`src/rtl/ps2_scan_decoder.sv`:
```
// PS/2 scan code set 2 decoder: folds E0/F0/E1 prefixes into single key events behind a one-entry holding register.
// Optional typematic repeat filter enabled by defining PS2_SCAN_DECODER_REPEAT_FILTER_EN.
//
// state  | meaning
// IDLE   | waiting for the first byte of a sequence
// EXT    | got E0
// BRK    | got F0
// EXTBRK | got E0 and F0
// PAUSE  | inside the 8-byte E1 pause sequence
module ps2_scan_decoder #(
  parameter int TIMEOUT_CYCLES = 1000000,
  parameter int CNT_W          = $clog2(TIMEOUT_CYCLES + 1)
) (
  input  logic       clk,
  input  logic       reset,
  input  logic       rx_done_tick,
  input  logic [7:0] rx_byte,
  output logic       key_valid,
  input  logic       key_ready,
  output logic [7:0] key_code,
  output logic       key_ext,
  output logic       key_break,
  output logic       status_tick,
  output logic [7:0] status_code,
  output logic       overrun_tick,
  output logic       timeout_tick
);

  typedef enum logic [2:0] {IDLE, EXT, BRK, EXTBRK, PAUSE} state_t;

  localparam logic [CNT_W-1:0] CNT_LAST = CNT_W'(TIMEOUT_CYCLES - 1);

  state_t           state_q, state_d;
  logic [CNT_W-1:0] cnt_q, cnt_d;
  logic [2:0]       pause_q, pause_d;
  logic             key_valid_q, key_valid_d;
  logic [7:0]       key_code_q, key_code_d;
  logic             key_ext_q, key_ext_d;
  logic             key_break_q, key_break_d;
  logic             status_tick_q, status_tick_d;
  logic [7:0]       status_code_q, status_code_d;
  logic             overrun_tick_q, overrun_tick_d;
  logic             timeout_tick_q, timeout_tick_d;

  logic       is_e0, is_f0, is_e1, is_status;
  logic       timeout;
  logic       ev_fire, ev_ext, ev_brk, ev_pause, ev_emit, status_hit;
  logic [7:0] ev_code;

  always_comb begin
    is_e0     = (rx_byte == 8'hE0);
    is_f0     = (rx_byte == 8'hF0);
    is_e1     = (rx_byte == 8'hE1);
    is_status = (rx_byte inside {8'h00, 8'hAA, 8'hEE, 8'hFA, 8'hFC, 8'hFD, 8'hFE, 8'hFF});
  end

  always_ff @(posedge clk) begin
    if (reset) begin
      state_q        <= IDLE;
      cnt_q          <= '0;
      pause_q        <= '0;
      key_valid_q    <= 1'b0;
      key_code_q     <= '0;
      key_ext_q      <= 1'b0;
      key_break_q    <= 1'b0;
      status_tick_q  <= 1'b0;
      status_code_q  <= '0;
      overrun_tick_q <= 1'b0;
      timeout_tick_q <= 1'b0;
    end else begin
      state_q        <= state_d;
      cnt_q          <= cnt_d;
      pause_q        <= pause_d;
      key_valid_q    <= key_valid_d;
      key_code_q     <= key_code_d;
      key_ext_q      <= key_ext_d;
      key_break_q    <= key_break_d;
      status_tick_q  <= status_tick_d;
      status_code_q  <= status_code_d;
      overrun_tick_q <= overrun_tick_d;
      timeout_tick_q <= timeout_tick_d;
    end
  end

  // A byte arriving on the expiry cycle takes priority over the timeout.
  always_comb begin
    state_d = state_q;
    pause_d = pause_q;
    cnt_d   = '0;
    timeout = 1'b0;
    if (rx_done_tick) begin
      case (state_q)
        IDLE: begin
          if (is_e0)      state_d = EXT;
          else if (is_f0) state_d = BRK;
          else if (is_e1) begin
            state_d = PAUSE;
            pause_d = 3'd7;
          end
        end
        EXT:     if (is_f0) state_d = EXTBRK; else if (!is_e0) state_d = IDLE;
        BRK:     if (is_e0) state_d = EXTBRK; else if (!is_f0) state_d = IDLE;
        EXTBRK:  if (!is_e0 && !is_f0) state_d = IDLE;
        PAUSE: begin
          pause_d = pause_q - 3'd1;
          if (pause_q == 3'd1) state_d = IDLE;
        end
        default: state_d = IDLE;
      endcase
    end else if (state_q != IDLE) begin
      if (cnt_q == CNT_LAST) begin
        timeout = 1'b1;
        state_d = IDLE;
      end else begin
        cnt_d = cnt_q + 1'b1;
      end
    end
  end

  always_comb begin
    ev_fire    = 1'b0;
    ev_code    = rx_byte;
    ev_ext     = 1'b0;
    ev_brk     = 1'b0;
    ev_pause   = 1'b0;
    status_hit = 1'b0;
    if (rx_done_tick) begin
      case (state_q)
        IDLE: if (!is_e0 && !is_f0 && !is_e1) begin
          status_hit = is_status;
          ev_fire    = !is_status;
        end
        EXT: if (!is_e0 && !is_f0) begin
          ev_fire = 1'b1;
          ev_ext  = 1'b1;
        end
        BRK: if (!is_e0 && !is_f0) begin
          ev_fire = 1'b1;
          ev_brk  = 1'b1;
        end
        EXTBRK: if (!is_e0 && !is_f0) begin
          ev_fire = 1'b1;
          ev_ext  = 1'b1;
          ev_brk  = 1'b1;
        end
        PAUSE: if (pause_q == 3'd1) begin
          ev_fire  = 1'b1;
          ev_code  = 8'hE1;
          ev_pause = 1'b1;
        end
        default: ;
      endcase
    end
  end

`ifdef PS2_SCAN_DECODER_REPEAT_FILTER_EN
  logic       lm_valid_q, lm_valid_d, lm_ext_q, lm_ext_d, lm_match;
  logic [7:0] lm_code_q, lm_code_d;

  always_ff @(posedge clk) begin
    if (reset) begin
      lm_valid_q <= 1'b0;
      lm_ext_q   <= 1'b0;
      lm_code_q  <= '0;
    end else begin
      lm_valid_q <= lm_valid_d;
      lm_ext_q   <= lm_ext_d;
      lm_code_q  <= lm_code_d;
    end
  end

  // Typematic repeats of the last pressed key are swallowed until it is released.
  always_comb begin
    lm_valid_d = lm_valid_q;
    lm_ext_d   = lm_ext_q;
    lm_code_d  = lm_code_q;
    lm_match   = lm_valid_q && (lm_ext_q == ev_ext) && (lm_code_q == ev_code);
    ev_emit    = ev_fire;
    if (timeout) begin
      lm_valid_d = 1'b0;
    end else if (ev_fire && !ev_pause) begin
      if (!ev_brk) begin
        ev_emit    = !lm_match;
        lm_valid_d = 1'b1;
        lm_ext_d   = ev_ext;
        lm_code_d  = ev_code;
      end else if (lm_match) begin
        lm_valid_d = 1'b0;
      end
    end
  end
`else
  always_comb ev_emit = ev_fire;
`endif

  always_comb begin
    key_valid_d    = key_valid_q;
    key_code_d     = key_code_q;
    key_ext_d      = key_ext_q;
    key_break_d    = key_break_q;
    overrun_tick_d = 1'b0;
    status_tick_d  = status_hit;
    status_code_d  = status_hit ? rx_byte : status_code_q;
    timeout_tick_d = timeout;
    if (ev_emit) begin
      if (!key_valid_q || key_ready) begin
        key_valid_d = 1'b1;
        key_code_d  = ev_code;
        key_ext_d   = ev_ext;
        key_break_d = ev_brk;
      end else begin
        overrun_tick_d = 1'b1;
      end
    end else if (key_valid_q && key_ready) begin
      key_valid_d = 1'b0;
    end
  end

  assign key_valid    = key_valid_q;
  assign key_code     = key_code_q;
  assign key_ext      = key_ext_q;
  assign key_break    = key_break_q;
  assign status_tick  = status_tick_q;
  assign status_code  = status_code_q;
  assign overrun_tick = overrun_tick_q;
  assign timeout_tick = timeout_tick_q;

endmodule

```
`config.mk`:
```
export PLATFORM = sky130hd
export DESIGN_NAME = ps2_scan_decoder
export DESIGN_NICKNAME = d
export VERILOG_FILES = /design/src/rtl/ps2_scan_decoder.sv
export SDC_FILE = /design/constraint.sdc
export NUM_CORES = 1
export LEC_CHECK = 0
export BUFFER_PORTS_ARGS = -buffer_cell sky130_fd_sc_hd__buf_4
export CORE_MARGIN = 2
export CORE_UTILIZATION = 30
export CTS_CLUSTER_SIZE = 25
export DETAILED_ROUTE_END_ITERATION = 8
export PLACE_DENSITY = 0.52
export SYNTH_ARGS = -nofsm -noshare
export SYNTH_HDL_FRONTEND = slang
export SYNTH_SLANG_ARGS = --single-unit
```
`constraint.sdc`:
```
create_clock -name clk -period 2.9 [get_ports clk]
set_clock_uncertainty 0.1 [all_clocks]
set_input_delay 0.58 -clock clk [delete_from_list [all_inputs] [get_ports clk]]
set_output_delay 0.58 -clock clk [all_outputs]
set_load 0.05 [all_outputs]
```
==> run metrics, run 1 <==
Least-Margin Pin Slew=0.512 ns; DR WL met3=148 um; P per Cell Area=472 nW/um2; Leak=1.05 nW; CTS H-Tree Depth=2; aggregate global routing overflow=0; predominant post-synthesis flop cell=dfxtp_1; Area after DPL=2620 um2; crit share post-route=85.0%; CTS resizes=0; # setup viols final=0; maximum vdd drop=0.000171 V; hpwl dp=3.49 mm; worst hold-check path type=flop to flop; cell mode on critical path=or4_4; row cnt=31; setup_tns=0 ns; Final min period=2.46 ns; Yosys top cell area share=42.1%; Syn Inst Count=260; syn avg cell area=8.78 um2; Setup Fix Bufs, Post-CTS=0; Core Area=7330 um2; die area=8330 um2; n_diodes=0; share of cells above drive strength 1=16.2%; CP max stage cell=or4_4; RSZ-0062 raised after global routing=false; most frequent cells in the layout=dfxtp_1, nor2_1, buf_4; area grow syn2layout=19.5%; DRC Markers=0; clock tree root buffer cell=clkbuf_8; Final Hold Fails=0; Total Power=1.29 mW; fin. max-slew vios=0; largest net degree at the start of global routing=35; Sinks on Clock Net=48; Worst-path clk slew=0.09 ns; Boundary Pins=34; Nets=305; top sig layer=met4; synthesized area=2280 um2; Placed Cells=382; 1st-iter DRT viols=46; required time of the critical path=2.99 ns; initial antenna violation count=0; met2 WL=2.10 mm; via count=1845; die outline height=91.2 um; largest cells by area after synthesis=dfxtp_1, mux2i_1, nor2_1; Yosys top cell by area=dfxtp_1; Post-synth EDFFs=0; Crit Reg-Reg Startpoint=state_q[2]; crit path launch=rx_byte[0]; hold buffer count at CTS=0; clk_lat worst skew=0.30 ns; Hold WS=0.354 ns; Synth cell types=43; sequential area share after synthesis=42.1%; Max Fclk=406 MHz; Slew HR=65.9%; CTS tree=done; Layout Cell Area excl Fill=2730 um2; CP max FO=8; vias in the first global route=1801; Async SR Flop Fraction=0%; Worst setup EP type=flop; PortBufs=33; first-pass GRT wire length=8.39 mm; Synth Warn #=0; Initial DRT Pass Iterations=4; Synth Net Count=275; Num CTS Buffers=5; GR Util All Layers=12.3%; ANT nets after route=0; Critical Path, Cell by Cell=buf_4, or4_4, or4_4, a311o_1, mux2i_1, nor2_1; Worst Path Arrival=2.55 ns; gp weighted congestion=0.766; slowest stage delay, CP=0.56 ns; startpoint types=input pin; hold_sp=cnt_q[0]; most common cell after layout, fill and taps aside=dfxtp_1; met1 wire length=2.56 mm; vias per inst=4.73; status=completed; Die Span X=91.2 um; Clock Path Buffers=2; Routed WL=4.88 mm; WS Path Type=input pin to flop; flops & latches, synth=48; WL/cell=12.5 um; Starting Density=31.1%; max cap viols=0; Finished Layout Cells=390
## layer usage
metal	global-route usage, %	vias up
met2	19.0	27
met5	0	-
li1	-	957
met1	16.7	855
met4	5.05	0
met3	2.66	6
## cell families after synthesis
family          count (synthesis)  share of synthesized area [%]
fa+ha+maj                       3                           1.64
simple gates                  128                           29.8
mux                            20                           8.77
xor+xnor                       18                           6.90
compound gates                 24                           7.34
flops                          48                           42.1
buf+inv                        19                           3.51
## worst paths after layout
| kind | endpoint | cells past startpoint | slack, ns |
|---|---|---|---|
| worst max-delay path | status_code[4] | 6 | 0.44 |
| worst min-delay path | cnt_q[0] | 1 | 0.35 |
| worst max register to register | status_code[4] | 5 | 0.87 |
| worst min register to register | cnt_q[0] | 1 | 0.35 |
## per-stage QoR
step           setup slack, ns  util, %
2_1_floorplan            0.416        -
3_3_place_gp             0.131     35.7
3_5_place_dp             0.112     35.7
4_1_cts                  0.437     37.2
5_1_grt                  0.311     37.2
6_report                 0.436     37.2
## state kept, by name, summed over array words and instances (netlist names), 3 cells and up
name / count
cnt_q: 20
key_code: 8
pause_q: 3
state_q: 3
status_code: 8
## layout make-up
| type | count | area, um2 |
|---|---|---|
| fillers | 770 | 4600 |
| multi-input cells | 193 | 1240 |
| flip-flops and latches | 48 | 961 |
| repair buffers | 35 | 263 |
| well taps | 99 | 124 |
| clock buffers | 5 | 68.8 |
| clock inverters | 3 | 42.5 |
| inverters | 7 | 26.3 |
## cell usage after synthesis (7+ instances only)
master and number:
dfxtp_1 48, nor2_1 41, mux2i_1 20, nand2b_1 18, nand2_1 16, xnor2_1 10
clkbuf_1 9, nand3_1 9, xor2_1 8, inv_1 7, nand4_1 7, nor3_1 7
## critical path: cells and delay by family
kind / cells / cell delay (ns)
mux: 1 / 0.21
compound gates: 1 / 0.51
buf+inv: 1 / 0.13
simple gates: 3 / 1.13
## power breakdown
part           switching, mW  internal (mW)  leakage, nW
logic                 0.0813         0.0471        0.607
registers            0.00651          0.669        0.388
clock network          0.227          0.255       0.0541
No activity file was read; power rests on OpenSTA's default activity.
==> run 2: changes to the inputs <==
ABC_AREA = 1   (was default)
PLACE_DENSITY = 0.54   (was 0.52)
clock period = 2.1 ns   (was 2.9 ns; I/O delays follow)
==> run metrics, run 2 <==
status=completed; WL/cell=11.0 um (-12%); Leak=1.26 nW (+20%); flops & latches, synth=48 (unchanged); WS Path Type=flop to flop; Core Area=7810 um2 (+6.5%); area grow syn2layout=19.8%; CTS tree=done; commonest cells in the synthesized netlist=nand2_1, nor2_1, dfxtp_1, inv_1; most common cell after layout, fill and taps aside=nand2_1; synthesized area=2440 um2 (+6.8%); Yosys top cell area share=39.4% (-2.7 points); clk_lat worst skew=0.31 ns (about the same); GR Util All Layers=13.2% (+0.90 points); most instantiated library cell after synthesis=nand2_1; Clock Path Buffers=2 (unchanged); final core occ=37.4% (+0.23 points); sequential area share after synthesis=39.4% (-2.7 points); required time of the critical path=2.18 ns (-0.81 ns); Routed WL=5.47 mm (+12%); vias per inst=4.49 (-5.2%); Worst Path Arrival=1.92 ns (-0.63 ns); Post-synth EDFFs=0 (unchanged); Synth cell types=33 (-23%); Yosys top cell by area=dfxtp_1; DRC Markers=0 (unchanged); Placed Cells=491 (+29%); hpwl dp=4.14 mm (+19%); Sinks on Clock Net=48 (unchanged); syn avg cell area=6.80 um2 (-23%); PortBufs=33 (unchanged); Final Hold Fails=0 (unchanged); hold buffer count at CTS=0 (unchanged); gp weighted congestion=0.828 (+8.1%); aggregate global routing overflow=0 (unchanged); final worst setup slack=0.267 ns (-0.170 ns); via count=2239 (+21%); Largest register FFs=20 (unchanged); Die Span X=94.2 um (+3.2%); 1st-iter DRT viols=56 (+22%); most frequent cells in the layout=nand2_1, nor2_1, dfxtp_1; CP max FO=19 (+11); Worst setup EP type=flop; Nets=411 (+35%); predominant post-synthesis flop cell=dfxtp_1; Least-Margin Pin Slew=0.361 ns (-0.151 ns); largest net degree at the start of global routing=20 (-43%); worst slack at placement=0.144 ns (+0.0317 ns); Setup Fix Bufs, Post-CTS=0 (unchanged); initial antenna violation count=0 (unchanged); startpoint types=flop; CTS resizes=0 (unchanged); max cap viols=0 (unchanged); maximum vdd drop=0.000330 V (+93%); Top reg by flops=cnt_q; Synth Warn #=0 (unchanged); Syn Inst Count=359 (+38%); Slew HR=75.8% (+10 points); RSZ-0062 raised after global routing=false; CTS H-Tree Depth=2 (unchanged); share of cells above drive strength 1=18.1% (+2.0 points); die area=8870 um2 (+6.5%); ANT nets after route=0 (unchanged); Final min period=1.83 ns; Max Fclk=545 MHz; crit share post-route=87.3%; P per Cell Area=650 nW/um2 (+38%); vias in the first global route=2062 (+14%); setup_tns=0 ns (unchanged); clock tree root buffer cell=clkbuf_8; Synth Net Count=374 (+36%); Finished Layout Cells=499 (+28%); Async SR Flop Fraction=0% (unchanged); fin. max-slew vios=0 (unchanged); first-pass GRT wire length=9.33 mm (+11%); Boundary Pins=34 (unchanged); Initial DRT Pass Iterations=4 (unchanged); Worst-path clk slew=0.09 ns (about the same); largest cells by area after synthesis=dfxtp_1, nand2_1, nor2_1; row cnt=32 (+3.2%); die outline height=94.2 um (+3.2%); Starting Density=31.3% (+0.10 points); Num CTS Buffers=5 (unchanged); worst hold-check path type=input pin to flop; # setup viols final=0 (unchanged); n_diodes=0 (unchanged)
run 2: cell types whose count changed in the layout (fill, tap and decap cells not counted), moves of 5 or more:
cell | before | now
nand2_1 | 16 | 81
inv_1 | 7 | 43
nor2_1 | 41 | 63
mux2i_1 | 20 | 0
nand2b_1 | 18 | 0
a21oi_1 | 3 | 15
o21ai_0 | 4 | 15
xnor2_1 | 10 | 1
nor2_2 | 0 | 8
nand2_2 | 0 | 6
nor3_1 | 7 | 13
inv_2 | 0 | 5
run 2: worst paths after layout:
| check | from | to | slack (ns) | cells past startpoint |
|---|---|---|---|---|
| worst max-delay path | cnt_q[0] | cnt_q[2] | 0.27 | 8 |
| worst min-delay path | reset | state_q[1] | 0.27 | 2 |
| worst min register to register | cnt_q[0] | cnt_q[0] | 0.36 | 1 |
| worst max register to register | cnt_q[0] | cnt_q[2] | 0.27 | 8 |
run 2: worst max-delay path, cell delays in order (launching register included):
cell,delay [ns]
dfxtp_1,0.36
ha_1,0.17
nand2_1,0.08
nor2_2,0.12
nand3_1,0.11
nor2_1,0.14
nand4_1,0.19
nand2_2,0.34
nor3b_1,0.09
run 2: per-layer routing:
layer	track usage, %	vias to the layer above	wire length, um
met5	0	-	0
met4	5.68	0	95
met3	2.97	7	174
met2	20.7	29	2510
met1	17.4	996	2690
li1	-	1207	-
run 2: report_power, final:
group	total, mW	leakage [nW]	internal (mW)	switching [mW]
clock network	0.718	0.0614	0.390	0.328
registers	0.944	0.389	0.932	0.0120
logic	0.239	0.810	0.0750	0.164
total	1.90	1.26	1.40	0.504
run 2: cells by family after synthesis:
| kind of cell | after synthesis | synth area share (%) |
|---|---|---|
| flip-flops | 48 | 39.4 |
| adder cells (fa/ha/maj) | 3 | 1.54 |
| AO/OA/AOI/OAI | 36 | 7.74 |
| XOR/XNOR | 7 | 2.51 |
| AND/OR/NAND/NOR | 209 | 39.5 |
| buffers and inverters | 56 | 9.33 |
run 2: metrics by stage:
stage          hold slack (ns)  instance area (um2)  power [mW]
3_3_place_gp             0.332                 2800        1.20
4_1_cts                  0.262                 2920        1.93
2_1_floorplan            0.317                 2440        1.13
6_report                 0.267                 2920        1.90
3_5_place_dp             0.352                 2800        1.21
5_1_grt                  0.272                 2920        1.99
run 2: area by class of cell:
class	count	area [um2]
fillers	841	4880
multi-input cells	255	1250
flip-flops and latches	48	961
repair buffers	37	278
inverters	49	184
well taps	102	128
clock buffers	6	82.6
clock inverters	2	38.8
